[src/rtl/if_pkg.sv]
// Shared definitions for the instruction-fetch slice: FSM encoding and word sizing.
package if_pkg;

    localparam int WORD_BYTES = 4;
    localparam int INSTR_W    = 32;

    typedef enum logic [1:0] {
        ST_IDLE  = 2'd0,
        ST_RUN   = 2'd1,
        ST_FAULT = 2'd2
    } fetch_state_t;

    // Force a byte address onto a word boundary.
    function automatic logic [31:0] word_align(input logic [31:0] addr);
        return {addr[31:2], 2'b00};
    endfunction

endpackage

[src/rtl/inst_fetch_unit_if.sv]
// Instruction memory port plus the IF/ID valid/ready output channel.
interface inst_fetch_unit_if;
    import if_pkg::*;

    logic [31:0]        imem_addr;
    logic [INSTR_W-1:0] imem_instr;
    logic               out_valid;
    logic               out_ready;
    logic [INSTR_W-1:0] out_instr;
    logic [31:0]        out_pc;
    logic [31:0]        out_pc_plus4;

    modport master (
        output imem_addr,
        input  imem_instr,
        output out_valid,
        input  out_ready,
        output out_instr,
        output out_pc,
        output out_pc_plus4
    );

    modport slave (
        input  imem_addr,
        output imem_instr,
        input  out_valid,
        output out_ready,
        input  out_instr,
        input  out_pc,
        input  out_pc_plus4
    );

endinterface

[src/rtl/if_id_reg.sv]
// IF/ID pipeline register: loads a new instruction, holds while stalled,
// drains on acceptance and clears on flush.
module if_id_reg
    import if_pkg::*;
(
    input  logic               clk,
    input  logic               rst_n,
    input  logic               load,
    input  logic               flush,
    input  logic               ready,
    input  logic [INSTR_W-1:0] in_instr,
    input  logic [31:0]        in_pc,
    input  logic [31:0]        in_pc_plus4,
    output logic               valid,
    output logic [INSTR_W-1:0] instr,
    output logic [31:0]        pc,
    output logic [31:0]        pc_plus4
);

    // Flush beats load; without a load an accepted entry drains, otherwise everything holds.
    always_ff @(posedge clk or negedge rst_n) begin
        if (!rst_n) begin
            valid    <= 1'b0;
            instr    <= '0;
            pc       <= '0;
            pc_plus4 <= '0;
        end else begin
            if (load) begin
                instr    <= in_instr;
                pc       <= in_pc;
                pc_plus4 <= in_pc_plus4;
            end
            if (flush)
                valid <= 1'b0;
            else if (load)
                valid <= 1'b1;
            else if (ready)
                valid <= 1'b0;
        end
    end

endmodule

[src/rtl/inst_fetch_unit.sv]
// Instruction-fetch stage: owns the PC, sequences fetches from inst_mem and
// feeds decode through the IF/ID register.
//
//   state    | meaning
//   ---------+--------------------------------------------------------
//   ST_IDLE  | fetch_en low; PC parked, held IF/ID entry may still drain
//   ST_RUN   | fetching one word per cycle when IF/ID has room
//   ST_FAULT | PC ran past inst_mem; waits for an in-range redirect
module inst_fetch_unit
    import if_pkg::*;
#(
    parameter logic [31:0] RESET_PC   = 32'h0000_0000,
    parameter int          IMEM_DEPTH = 64,
    parameter int          COUNT_W    = 16
) (
    input  logic               clk,
    input  logic               rst_n,
    input  logic               fetch_en,
    input  logic               redirect_valid,
    input  logic [31:0]        redirect_target,
    inst_fetch_unit_if.master  bus,
    output logic               fault,
    output logic               misalign,
    output logic [COUNT_W-1:0] fetch_count
);

    localparam logic [32:0] IMEM_LIMIT = 33'(IMEM_DEPTH) * 33'(WORD_BYTES);

    fetch_state_t state, state_nxt;
    logic [31:0]  pc;
    logic [31:0]  pc_plus4;
    logic [31:0]  tgt_aligned;
    logic         pc_in_range;
    logic         tgt_in_range;
    logic         load;
    logic         handshake;

    assign bus.imem_addr = pc;
    assign pc_plus4      = pc + 32'(WORD_BYTES);
    assign tgt_aligned   = word_align(redirect_target);
    assign pc_in_range   = {1'b0, pc} < IMEM_LIMIT;
    assign tgt_in_range  = {1'b0, tgt_aligned} < IMEM_LIMIT;
    assign handshake     = bus.out_valid && bus.out_ready;

    // State register.
    always_ff @(posedge clk or negedge rst_n) begin
        if (!rst_n)
            state <= ST_IDLE;
        else
            state <= state_nxt;
    end

    // Next state and fetch decision; a redirect suppresses the fetch in its cycle.
    always_comb begin
        state_nxt = state;
        load      = 1'b0;
        case (state)
            ST_IDLE: begin
                if (fetch_en)
                    state_nxt = ST_RUN;
            end
            ST_RUN: begin
                if (!fetch_en)
                    state_nxt = ST_IDLE;
                else if (redirect_valid)
                    state_nxt = ST_RUN;
                else if (!pc_in_range)
                    state_nxt = ST_FAULT;
                else if (!bus.out_valid || bus.out_ready)
                    load = 1'b1;
            end
            ST_FAULT: begin
                if (redirect_valid && tgt_in_range)
                    state_nxt = ST_RUN;
            end
            default: state_nxt = ST_IDLE;
        endcase
    end

    // PC, sticky fault, misalign pulse and retired-fetch counter.
    always_ff @(posedge clk or negedge rst_n) begin
        if (!rst_n) begin
            pc          <= RESET_PC;
            fault       <= 1'b0;
            misalign    <= 1'b0;
            fetch_count <= '0;
        end else begin
            if (redirect_valid)
                pc <= tgt_aligned;
            else if (load)
                pc <= pc_plus4;

            if (state == ST_RUN && state_nxt == ST_FAULT)
                fault <= 1'b1;
            else if (redirect_valid && tgt_in_range)
                fault <= 1'b0;

            misalign <= redirect_valid && (|redirect_target[1:0]);

            if (handshake)
                fetch_count <= fetch_count + COUNT_W'(1);
        end
    end

    if_id_reg u_if_id_reg (
        .clk         (clk),
        .rst_n       (rst_n),
        .load        (load),
        .flush       (redirect_valid),
        .ready       (bus.out_ready),
        .in_instr    (bus.imem_instr),
        .in_pc       (pc),
        .in_pc_plus4 (pc_plus4),
        .valid       (bus.out_valid),
        .instr       (bus.out_instr),
        .pc          (bus.out_pc),
        .pc_plus4    (bus.out_pc_plus4)
    );

endmodule

[src/flat_wrapper.sv]
// flat-port wrapper written by rule: the top's interface ports become plain ports
module inst_fetch_unit_flat import if_pkg::*;
#(
    parameter logic [31:0] RESET_PC   = 32'h0000_0000,
    parameter int          IMEM_DEPTH = 64,
    parameter int          COUNT_W    = 16
)
  (clk, rst_n, fetch_en, redirect_valid, redirect_target, fault, misalign, fetch_count, bus_imem_addr, bus_imem_instr, bus_out_valid, bus_out_ready, bus_out_instr, bus_out_pc, bus_out_pc_plus4);
  inst_fetch_unit_if bus_i ();
  input  logic clk;
  input  logic rst_n;
  input  logic fetch_en;
  input  logic redirect_valid;
  input  logic [31:0] redirect_target;
  output logic fault;
  output logic misalign;
  output logic [COUNT_W-1:0] fetch_count;
  output wire logic [$bits(bus_i.imem_addr)-1:0] bus_imem_addr;
  input wire logic [$bits(bus_i.imem_instr)-1:0] bus_imem_instr;
  output wire logic [$bits(bus_i.out_valid)-1:0] bus_out_valid;
  input wire logic [$bits(bus_i.out_ready)-1:0] bus_out_ready;
  output wire logic [$bits(bus_i.out_instr)-1:0] bus_out_instr;
  output wire logic [$bits(bus_i.out_pc)-1:0] bus_out_pc;
  output wire logic [$bits(bus_i.out_pc_plus4)-1:0] bus_out_pc_plus4;
  assign bus_imem_addr = bus_i.imem_addr;
  assign bus_i.imem_instr = bus_imem_instr;
  assign bus_out_valid = bus_i.out_valid;
  assign bus_i.out_ready = bus_out_ready;
  assign bus_out_instr = bus_i.out_instr;
  assign bus_out_pc = bus_i.out_pc;
  assign bus_out_pc_plus4 = bus_i.out_pc_plus4;
  inst_fetch_unit #(.RESET_PC(RESET_PC), .IMEM_DEPTH(IMEM_DEPTH), .COUNT_W(COUNT_W)) u_core (.clk(clk), .rst_n(rst_n), .fetch_en(fetch_en), .redirect_valid(redirect_valid), .redirect_target(redirect_target), .bus(bus_i), .fault(fault), .misalign(misalign), .fetch_count(fetch_count));
endmodule
[config.mk]
export PLATFORM = sky130hd
export DESIGN_NAME = inst_fetch_unit_flat
export DESIGN_NICKNAME = d
export VERILOG_FILES = /design/src/rtl/if_pkg.sv /design/src/rtl/inst_fetch_unit_if.sv /design/src/rtl/if_id_reg.sv /design/src/rtl/inst_fetch_unit.sv /design/src/flat_wrapper.sv
export SDC_FILE = /design/constraint.sdc
export NUM_CORES = 1
export LEC_CHECK = 0
export CELL_PAD_IN_SITES_DETAIL_PLACEMENT = 1
export CELL_PAD_IN_SITES_GLOBAL_PLACEMENT = 2
export CORE_ASPECT_RATIO = 0.9
export CORE_UTILIZATION = 29
export DETAILED_ROUTE_END_ITERATION = 8
export PLACE_DENSITY = 0.93
export SLEW_MARGIN = 5
export SYNTH_ARGS = -nofsm -noshare
export SYNTH_HDL_FRONTEND = slang
export SYNTH_SLANG_ARGS = --single-unit
[constraint.sdc]
create_clock -name clk -period 5.3 [get_ports clk]
set_clock_uncertainty 0.2 [all_clocks]
set_input_delay 1.06 -clock clk [delete_from_list [all_inputs] [get_ports clk]]
set_output_delay 1.06 -clock clk [all_outputs]
set_load 0.02 [all_outputs]
# Word-level counts from Yosys, hierarchy flattened
# Index checks and enable logic that the tools add are counted.
[word_totals]
wordCells = 45
ramBits = 0
latch_bits = 0
romBits = 0
mem_count = 0
register_bits = 149
[classes]
add_sub_neg = 2
n_shift = 0
bitwise = 0
multipliers = 0
reduce_logical = 11
n_lt_le_gt_ge = 2
eq_ne = 3
muxes = 18
div_mod_pow = 0
[ops]
columns = ["op", "n"]
rows = [
  ["32-bit by 9-bit less-than comparator with 1-bit output (second input constant)", 2],
  ["32-bit two-way mux", 2],
  ["32-bit by 3-bit adder with 32-bit output (second input constant)", 1],
  ["16-bit by 1-bit adder with 16-bit output (second input constant)", 1],
  ["1-bit two-way mux", 10],
  ["2-bit two-way mux", 5],
  ["2-bit case mux with 3 select lines", 1],
  ["2-bit equality test (second input constant)", 2],
  ["1-bit logical AND", 4],
  ["2-bit nonzero test", 2],
  ["3-bit nonzero test", 1],
  ["2-bit by 1-bit equality test with 1-bit output (second input constant)", 1],
  ["2-bit logical NOT", 1],
  ["2-bit OR reduction", 1],
  ["1-bit logical NOT", 1],
  ["1-bit logical OR", 1],
]

# Logic depth before layout (Yosys ltp)
[depth]
word_depth = 9
mapped_depth = 8
mapped_depth_nobuf = 6

# Modules after synthesis
# A second synthesis with hierarchy kept.
[hier_totals]
cells_unflattened = 468
area_unflattened_um2 = 6553.8
[modules_own_cells]
columns = ["mod", "n_inst", "cells_each", "area_each_um2", "seq_area_each_um2"]
rows = [
  ["if_id_reg", 1, 207, 3718.6, 2427.3],
  ["inst_fetch_unit", 1, 261, 2835.2, 1251.2],
]

# Worst setup path after synthesis
# No wires, ideal clock.
[synth_path]
path_type = "input to register"
from = "in redirect_valid"
to = "reg u_core.u_if_id_reg.pc[2]"
slack_ps = 2803
t_arrival_ps = 2179
path_buffers = 3
stages = 8
setup_time_ps = 118
t_required_ps = 4982
cell_sequence = "and4bb_1 -> nand4_2 -> or2_1 -> buf_4 -> buf_6 -> buf_6 -> nand2_1 -> nand2_1"
[synth_between]
elab_chain_cells = 3
[synth_lines]
columns = ["element", "line", "rtl"]
rows = [
  ["start: declaration", "flat_wrapper.sv:13", "input logic redirect_valid;"],
  ["1-bit two-way mux", "inst_fetch_unit.sv:65", "else if (redirect_valid)"],
  ["1-bit two-way mux", "inst_fetch_unit.sv:63", "if (!fetch_en)"],
  ["1-bit two-way mux", "inst_fetch_unit.sv:57", "case (state)"],
  ["end signal: assignment", "if_id_reg.sv:30", "pc <= in_pc;"],
  ["end: declaration", "if_id_reg.sv:16", "output logic [31:0] pc,"],
]
# No other way between the ends.
# A chain may end at the register's enable or synchronous reset.

# Final worst setup path
[layout_path]
from = "in redirect_valid"
to = "reg u_core.u_if_id_reg.instr[0]"
[layout_between]
elab_chain_cells = 3
[layout_lines]
columns = ["element", "line", "rtl"]
rows = [
  ["1-bit two-way mux", "inst_fetch_unit.sv:65", ""],
  ["1-bit two-way mux", "inst_fetch_unit.sv:63", ""],
  ["1-bit two-way mux", "inst_fetch_unit.sv:57", ""],
  ["end signal: assignment", "if_id_reg.sv:29", "instr <= in_instr;"],
  ["end: declaration", "if_id_reg.sv:15", "output logic [INSTR_W-1:0] instr,"],
]
# No other way between the ends.

==> results.yml <==
logic_synthesis:
  ys_ff_latch: 143
  yosys_warnings: 0
  syn_avg_cell_area_sq_um: 11.60
  synth_edf_count: 0
  synthCells: 478
  async_reset_ff_share_pct: 100.0
  ys.flop_type: "dfrtp_1"
  synth.most_common_cell: "dfrtp_1"
  synth_cell_types: 40
  yosys.area.top_type: "dfrtp_1"
  synth_top_area_share_pct: 64.56
  yosys-top-cells-count: "143 x dfrtp_1, 137 x nand2_1, 49 x and2_1"
  syn_area_sq_um: 5543
  synth.area.top_cells: "dfrtp_1 65%, nand2_1 9.3%, and2_1 5.5%, mux2_2 4.9%, xnor2_1 3.2%"
  ys_seq_area_share_pct: 64.56
die:
  die_y_microns: 133.2
  core_area_sq_um: 18520
  pin_count: 216
  num_rows: 47
  initial_core_util_pct: 29.92
  die_x_microns: 147.7
  die-area_sq_um: 19670
timing:
  fmax_ghz: 0.2990
  hold_violations: 0
  worstMarginPinSlew_ns: 1.165
  setup_tns_ns: 0
  slew_headroom_pct: 22.32
  period_needed_ns: 3.345
  maxSlewViolCount: 0
  rsz0062_at_grt: "false"
  setup_viol: 0
  fin_crit_sh_pct: 63.11
drt:
  vias_per_cell: 4.459
  wl_per_cell_microns: 16.48
  ant_nets: 0
  totalWireLength_microns: 15640
  num_vias: 4232
  drc: 0
  drt_first_pass_iters: 4
  dr.first_iter.drc_count: 99
global_route:
  globalRouteTotalUtil_pct: 16.85
  antenna_found_initial: 1
  grt_pass1_vias: 4637
  grt_pass1_wl_microns: 25470
  use_met3_pct: 6.096
  gr-usage-met2_pct: 28.04
  grt_max_degree: 71
  grt_overflow: 0
  use_met1_pct: 20.90
  busiest_layer: "met2"
placement:
  gp_congestion: 0.7213
  dp.cells: 916
  io_buffers: 209
  hpwlAfterDp_microns: 11410
clocking:
  postCtsSetupBuffers: 0
  cts_resized: 0
  cts_sinks: 143
  clock_latency_ns: 0.41
  tritoncts: "yes"
  cts_buffers: 17
  h-tree-depth: 4
  clkTransAtPathRegs_ns: 0.06
  clockBufferDepth: 2
  holdBufCountCts: 0
  root_buffer: "clkbuf_16"
pwr:
  cellLeakagePower_nw: 3.812
  powerDensity_nw_per_um2: 304.4
  peakVddDrop_uv: 212.7
worst_setup_path:
  startpoint_type: "primary input"
  crit_arrival_ns: 3.50
  ff2ff_path_depth: 5
  critPathMaxFanout: 70
  cp.required_ns: 5.45
  cp-end-kind: "flip-flop"
  setup.worst_path.class: "in2reg"
min_path:
  min_path_cells: 2
  min_path_type: "reg2reg"
job:
  max_cap_violations: 0
status:
  status: "finished, final reports clean"
final_layout:
  layout.cells.non_filler: 949
  area_growth_pct: 52.48
  final_nets: 761
  layout-drive-gt1-share_pct: 10.10
registers in the layout, summed over array words and instances, names as in the netlist:
| name | cells |
|---|---|
| u_core.state | 2 |
| u_core.u_if_id_reg.pc | 30 |
| u_core.misalign | 1 |
| u_core.fetch_count | 16 |
| u_core.fault | 1 |
| u_core.bus.imem_addr | 30 |
| u_core.u_if_id_reg.pc_plus4 | 30 |
| u_core.u_if_id_reg.valid | 1 |
| u_core.u_if_id_reg.instr | 32 |
worst max-delay path: stages:
cell and delay, ns:
clkdlybuf4s50_1 0.47, and4bb_1 0.20, nand4_2 0.19, or2_2 0.91, buf_4 0.44, nand2_1 0.10
nand2_1 0.08
routing by layer:
layer	vias to the layer above	routed length, microns
li1	1963	-
met1	2131	6743
met2	124	7797
met3	14	994
met4	0	109
met5	-	0
per-stage QoR:
stage | hold WS (ns) | total power, mW | utilization, % | worst slack (ns) | area (sq um)
CTS | 0.2845 | 2.616 | 45.61 | 1.893 | 8449
global route | 0.3008 | 2.681 | 45.61 | 1.702 | 8449
detailed placement | 0.2697 | 1.388 | 42.38 | 1.449 | 7850
global placement | 0.2622 | 1.382 | 42.38 | 1.619 | 7850
finish | 0.2789 | 2.573 | 45.63 | 1.955 | 8452
floorplan | 0.2601 | 1.246 | - | 2.803 | 5562
power breakdown:
part / internal [mW] / switching, mW / leakage [nW]
sequential: 1.12 / 0.0336 / 1.92
clock: 0.709 / 0.499 / 0.287
combinational: 0.115 / 0.0987 / 1.60
placed cells by master (no fill, tap or decap), types with 4 or more instances in the layout:
master / count
nor4_2: 5
nand3_1: 6
conb_1: 6
nor4_1: 5
nor3_1: 6
xnor2_1: 20
nand2_1: 137
o21ai_1: 6
mux2_2: 24
clkdlybuf4s50_1: 208
inv_6: 4
o21ai_0: 7
clkbuf_16: 17
buf_4: 4
nor2_1: 6
xor2_1: 5
and2_1: 49
nand4_1: 5
dfrtp_1: 143
layout make-up:
type	instances	area [sq um]
timing repair buffer	213	2123
tap	245	306.5
inverter	3	11.26
clock inverter	15	173.9
multi-input combinational	312	1831
sequential	143	3578
antenna	1	2.502
fill	1924	10070
clock buffer	17	425.4
logic make-up after synthesis:
group           count (synthesis)  share of synthesized area, %
fa+ha+maj                       2                        0.4514
xor+xnor                       25                         3.950
flops                         143                         64.56
compound gates                 20                         2.145
other cells                     1                       0.06766
simple gates                  235                         21.06
buf+inv                        28                         2.889
mux                            24                         4.876
worst paths after layout:
check	start	end	slack (ns)
min in group asynchronous	rst_n	u_core.fetch_count[6]$_DFFE_PN0P_	0.35
setup reg to reg	u_core.bus.imem_addr[26]$_DFFE_PN0N_	u_core.u_if_id_reg.pc_plus4[30]$_DFFE_PN0P_	2.46
hold / removal	u_core.u_if_id_reg.instr[9]$_DFFE_PN0P_	u_core.u_if_id_reg.instr[9]$_DFFE_PN0P_	0.28
setup / recovery	redirect_valid	u_core.u_if_id_reg.instr[0]$_DFFE_PN0P_	1.96
max in group asynchronous	rst_n	u_core.u_if_id_reg.instr[18]$_DFFE_PN0P_	3.42
hold reg to reg	u_core.u_if_id_reg.instr[9]$_DFFE_PN0P_	u_core.u_if_id_reg.instr[9]$_DFFE_PN0P_	0.28
(Power assumes the default switching activity.)
